File: config.mk
export PLATFORM = sky130hd
export DESIGN_NAME = grid_figure_renderer
export DESIGN_NICKNAME = d
export VERILOG_FILES = /design/src/rtl/grid_figure_renderer.sv
export SDC_FILE = /design/constraint.sdc
export NUM_CORES = 1
export LEC_CHECK = 0
export CAP_MARGIN = 10
export CORE_MARGIN = 5
export CORE_UTILIZATION = 55
export CTS_CLUSTER_DIAMETER = 40
export DETAILED_ROUTE_END_ITERATION = 7
export GPL_TIMING_DRIVEN = 0
export PLACE_DENSITY = 0.73
export REMOVE_ABC_BUFFERS = 1
export SLEW_MARGIN = 20
export SYNTH_ARGS = -nofsm -noshare
export SYNTH_HDL_FRONTEND = slang
export SYNTH_SLANG_ARGS = --single-unit
File: constraint.sdc
create_clock -name clk -period 9.55 [get_ports clk]
set_input_delay 1.91 -clock clk [delete_from_list [all_inputs] [get_ports clk]]
set_output_delay 1.91 -clock clk [all_outputs]
set_load 0.01 [all_outputs]
File: src/rtl/grid_figure_renderer.sv
`timescale 1ns/1ps
// ROWS x COLS grid painter with per-cell figures and a blinking/lockable cursor; rgb lags HCount/VCount by 2 clocks.
// One pixel per clock, never stalls; button pulses act on the next clock.
module grid_figure_renderer #(
   parameter int         H_ACTIVE     = 640,
   parameter int         V_ACTIVE     = 480,
   parameter int         COLS         = 3,
   parameter int         ROWS         = 3,
   parameter int         BORDER_W     = 3,
   parameter int         RADIUS       = 60,
   parameter logic [2:0] FIG_COLOR    = 3'b001,
   parameter logic [2:0] BORDER_COLOR = 3'b110,
   parameter logic [2:0] CURSOR_COLOR = 3'b100,
   parameter int         BLINK_FRAMES = 30
) (
   input  logic       clk,
   input  logic       reset_n,
   input  logic [9:0] HCount,
   input  logic [9:0] VCount,
   input  logic       VideoOn,
   input  logic       BtnUp,
   input  logic       BtnDown,
   input  logic       BtnLeft,
   input  logic       BtnRight,
   input  logic       BtnSel,
   output logic [2:0] rgb,
   output logic [2:0] CurCol,
   output logic [2:0] CurRow,
   output logic       Locked
);

   localparam int CW     = H_ACTIVE / COLS;
   localparam int CH     = V_ACTIVE / ROWS;
   localparam int CX     = CW / 2;
   localparam int CY     = CH / 2;
   localparam int RECT_W = 3 * RADIUS / 2;
   localparam int RAD_SQ = RADIUS * RADIUS;

   logic [9:0]  col_raw, row_raw, lx, ly;
   logic [2:0]  col_c, row_c;
   logic [10:0] dx_c, dy_c;
   logic        border_c, frame_start;

   // Last column/row absorb the remainder of the integer divide.
   always_comb begin
      col_raw     = HCount / 10'(CW);
      row_raw     = VCount / 10'(CH);
      col_c       = (col_raw > 10'(COLS - 1)) ? 3'(COLS - 1) : col_raw[2:0];
      row_c       = (row_raw > 10'(ROWS - 1)) ? 3'(ROWS - 1) : row_raw[2:0];
      lx          = HCount - 10'(int'(col_c) * CW);
      ly          = VCount - 10'(int'(row_c) * CH);
      dx_c        = {1'b0, lx} - 11'(CX);
      dy_c        = {1'b0, ly} - 11'(CY);
      border_c    = ((col_c != 3'd0) && (lx < 10'(BORDER_W))) ||
                    ((row_c != 3'd0) && (ly < 10'(BORDER_W)));
      frame_start = (HCount == 10'd0) && (VCount == 10'd0);
   end

   logic [2:0]         s1_col, s1_row;
   logic signed [10:0] s1_dx, s1_dy;
   logic               s1_on, s1_border;

   always_ff @(posedge clk or negedge reset_n) begin
      if (!reset_n) begin
         s1_col    <= 3'd0;
         s1_row    <= 3'd0;
         s1_dx     <= '0;
         s1_dy     <= '0;
         s1_on     <= 1'b0;
         s1_border <= 1'b0;
      end else begin
         s1_col    <= col_c;
         s1_row    <= row_c;
         s1_dx     <= dx_c;
         s1_dy     <= dy_c;
         s1_on     <= VideoOn;
         s1_border <= border_c;
      end
   end

   logic [10:0] adx, ady;
   logic [21:0] dist_sq;
   logic [1:0]  fig_type;
   logic        in_box, hit, is_cursor, blink_phase;

   always_comb begin
      adx       = s1_dx[10] ? (~s1_dx + 11'd1) : s1_dx;
      ady       = s1_dy[10] ? (~s1_dy + 11'd1) : s1_dy;
      dist_sq   = ({11'd0, adx} * {11'd0, adx}) + ({11'd0, ady} * {11'd0, ady});
      fig_type  = 2'((int'(s1_row) * COLS + int'(s1_col)) % 4);
      in_box    = (adx <= 11'(RADIUS)) && (ady <= 11'(RADIUS));
      hit       = 1'b0;
      case (fig_type)
         2'd0:    hit = in_box;
         2'd1:    hit = (adx <= 11'(RECT_W)) && (ady <= 11'(RADIUS));
         2'd2:    hit = in_box && (s1_dx <= s1_dy);
         default: hit = (dist_sq <= 22'(RAD_SQ));
      endcase
      is_cursor = (s1_row == CurRow) && (s1_col == CurCol) && (Locked || blink_phase);
   end

   always_ff @(posedge clk or negedge reset_n) begin
      if (!reset_n)       rgb <= 3'b000;
      else if (!s1_on)    rgb <= 3'b000;
      else if (hit)       rgb <= is_cursor ? CURSOR_COLOR : FIG_COLOR;
      else if (s1_border) rgb <= BORDER_COLOR;
      else                rgb <= 3'b000;
   end

   // Moves sample the pre-toggle Locked, so a move paired with BtnSel obeys the old lock state.
   always_ff @(posedge clk or negedge reset_n) begin
      if (!reset_n) begin
         CurCol <= 3'd0;
         CurRow <= 3'd0;
         Locked <= 1'b0;
      end else begin
         if (!Locked) begin
            if (BtnLeft && !BtnRight)
               CurCol <= (CurCol == 3'd0) ? 3'(COLS - 1) : CurCol - 3'd1;
            else if (BtnRight && !BtnLeft)
               CurCol <= (CurCol == 3'(COLS - 1)) ? 3'd0 : CurCol + 3'd1;
            if (BtnUp && !BtnDown)
               CurRow <= (CurRow == 3'd0) ? 3'(ROWS - 1) : CurRow - 3'd1;
            else if (BtnDown && !BtnUp)
               CurRow <= (CurRow == 3'(ROWS - 1)) ? 3'd0 : CurRow + 3'd1;
         end
         if (BtnSel) Locked <= !Locked;
      end
   end

   logic [5:0] frame_cnt;

   always_ff @(posedge clk or negedge reset_n) begin
      if (!reset_n) begin
         frame_cnt   <= 6'd0;
         blink_phase <= 1'b0;
      end else if (frame_start) begin
         if (frame_cnt == 6'(BLINK_FRAMES - 1)) begin
            frame_cnt   <= 6'd0;
            blink_phase <= !blink_phase;
         end else begin
            frame_cnt   <= frame_cnt + 6'd1;
         end
      end
   end

endmodule

==> run_results.csv <==
group,metric,value,unit
yosys,yosys_warnings,0,
clock_network,hold_buffers,0,
floorplan,die_area,22900,µm²
layout,fin_area,12000,µm²
route,postRouteWirelength,24200,µm
clock_network,cts_root_buf,"clkbuf_16",
yosys,synth.most_common_cell,"inv_1",
layout,postLayoutCoreUtil,61.4,%
global_routing,grt_max_degree,27,
clock_network,cts_buffers,5,
layout,antennaDiodeCount,0,
route,dr_total_vias,8294,
global_routing,grt_pass1_vias,8834,
clock_network,cts_sinks,47,
yosys,synth_top_family_by_area,"adder cells",
yosys,yosys_register_bits,47,
critical_path,crit_type,"reg2reg",
placed_design,io_buffers,37,
yosys,yosys.area.top_type_share,30.6,%
hold_path,min_path_type,"reg2reg",
yosys,synthXorXnorAreaFrac,5.51,%
critical_path,startpoint_type,"flop",
clock_network,worstSkewPairLatency,290,ps
yosys,yosys.area_share.simple,12.6,%
critical_path,slowest_delay,720,ps
timing,setup_viol,0,
critical_path,crit_family,"adder cells",
floorplan,rows,51,
timing,relSlewSlack,39.2,%
floorplan,fp.coreArea,19500,µm²
yosys,syn_avg_cell_area,8.85,µm²
timing,fin_crit_sh,95.5,%
clock_network,htreeDepth,2,
clock_network,clkTransAtPathRegs,70,ps
placed_design,dp_hpwl,20300,µm
critical_path,cp-end-kind,"flop",
route,avgRoutedWirePerCell,15.6,µm
critical_path,crit_buf_inv,7,
outcome,status,"finished, final reports clean",
layout,fill_cells,1676,
timing,hold_viol,0,
flow_run,drv_cap,0,
yosys,netlist_top_cells_count,"309 x inv_1, 168 x fa_1, 149 x ha_1",
layout,drive_gt1_share,4.51,%
layout,syn_to_final_growth,9.29,%
yosys,syn_area,11000,µm²
yosys,synth-compound-area-share,11.2,%
timing,rsz0062_at_grt,"no",
placed_design,dpl-instance-area,11700,µm²
critical_path,cp_data_arrival_time,9340,ps
timing,period_minus_slack,9120,ps
yosys,synthMuxAreaShare,0.684,%
route,ant_nets,0,
route,first_iter_violations,376,
yosys,synthTopCellsByArea,"fa_1 31%, ha_1 17%, dfrtp_1 11%, inv_1 11%, xnor2_1 3.9%",
critical_path,cp_slowest_cell,"xnor2_1",
yosys,synthDistinctLibCells,74,
critical_path,required,9770,ps
timing,fmax,110,MHz
floorplan,die_h,151,µm
global_routing,grt_pass1_wl,42400,µm
yosys,synth-edff-count,0,
yosys,synthCells,1240,
yosys,synthAdderAreaFrac,47.6,%
floorplan,dieWidth,151,µm
floorplan,pin_count,38,
global_routing,antenna_found_initial,0,
timing,worst_pin_slew,905,ps
timing,setup_tns,0,ps
clock_network,clock_path_buffers,2,
route,dr.pass1.iters,4,
timing,drv_slew,0,
critical_path,cp_max_fo,14,
global_routing,grt_usage,23.1,%
clock_network,cts_tree,"built",
critical_path,critPathMostFrequentCell,"fa_1",
route,via_per_inst,5.34,
timing,worst_clock_skew,5.11,ps
yosys,synth_ff_type,"dfrtp_1",
floorplan,start_util,56.2,%
route,drcViolationCount,0,
yosys,seq_area_frac_synth,10.7,%
global_routing,grt-ovfl-total,0,
yosys,yosysTopAreaCell,"fa_1",
placed_design,place_congestion,0.935,
yosys,async_flop_share,100,%
layout,fin_nets,1631,
path summary, 6_finish.rpt:
path	end	startpoint	slack [ps]	cells past startpoint
max	rgb[2]$_DFF_PN0_	s1_dy[0]$_DFF_PN0_	430	28
min	blink_phase$_DFFE_PN0P_	blink_phase$_DFFE_PN0P_	510	1
max reg2reg	rgb[2]$_DFF_PN0_	s1_dy[0]$_DFF_PN0_	430	28
min reg2reg	blink_phase$_DFFE_PN0P_	blink_phase$_DFFE_PN0P_	510	1
max in group asynchronous	rgb[2]$_DFF_PN0_	reset_n	7370	2
min in group asynchronous	frame_cnt[3]$_DFFE_PN0P_	reset_n	1640	1
cell usage in the layout (no fill, tap or decap), types with 18 or more instances in the layout:
cell type	synthesis	routed
xor2_1	20	18
dfrtp_1	47	47
conb_1	2	19
clkdlybuf4s50_1	0	36
fa_1	168	168
nor2_1	79	79
nand2_1	84	84
ha_1	149	149
o21ai_0	42	41
nor3_1	25	25
xnor2_1	49	41
inv_1	309	307
a21oi_1	33	33
through the flow:
step	setup WS, ps	hold WS, ps	std cells
detailed placement	-114	497	1542
floorplan	1220	446	1238
CTS	1.06	517	1550
global route	3.62	550	1552
finish	426	505	1552
global placement	-565	489	1540
repair_timing:
| action | in CTS | in global routing |
|---|---|---|
| resized for setup | 2 | 8 |
| setup endpoints to repair | 3 | 3 |
| buffers inserted | 0 | 2 |
area by class of cell:
| class | instances | area, µm² | share of cell area [%] |
|---|---|---|---|
| multi-input combinational | 877 | 8700 | 72.6 |
| inverter | 314 | 1190 | 9.90 |
| sequential | 47 | 1180 | 9.80 |
| timing repair buffer | 41 | 419 | 3.49 |
| tap | 265 | 332 | 2.76 |
| clock buffer | 6 | 139 | 1.16 |
| clock inverter | 2 | 38.8 | 0.323 |
metal layers:
layer	wire length, µm	track usage [%]
met1	10900	32.5
met2	11700	39.3
met3	977	1.62
met4	516	5.67
met5	0	0
kinds of logic after synthesis:
kind of cell | after synthesis
adders and majority gates | 317
buffers and inverters | 333
muxes | 7
and+or+nand+nor | 287
DFF | 47
xor gates and xnor gates | 69
other | 2
AOI/OAI and AO/OA | 178
flip-flops by register name (all words and copies together), names as in the netlist:
name / flops
s1_border: 1
CurCol: 3
blink_phase: 1
Locked: 1
CurRow: 3
frame_cnt: 6
rgb: 3
s1_col: 3
s1_dy: 11
s1_on: 1
s1_row: 3
s1_dx: 11
Power is not shown: default switching activity piles up to over one toggle a cycle in this logic, so the estimate is an artifact.
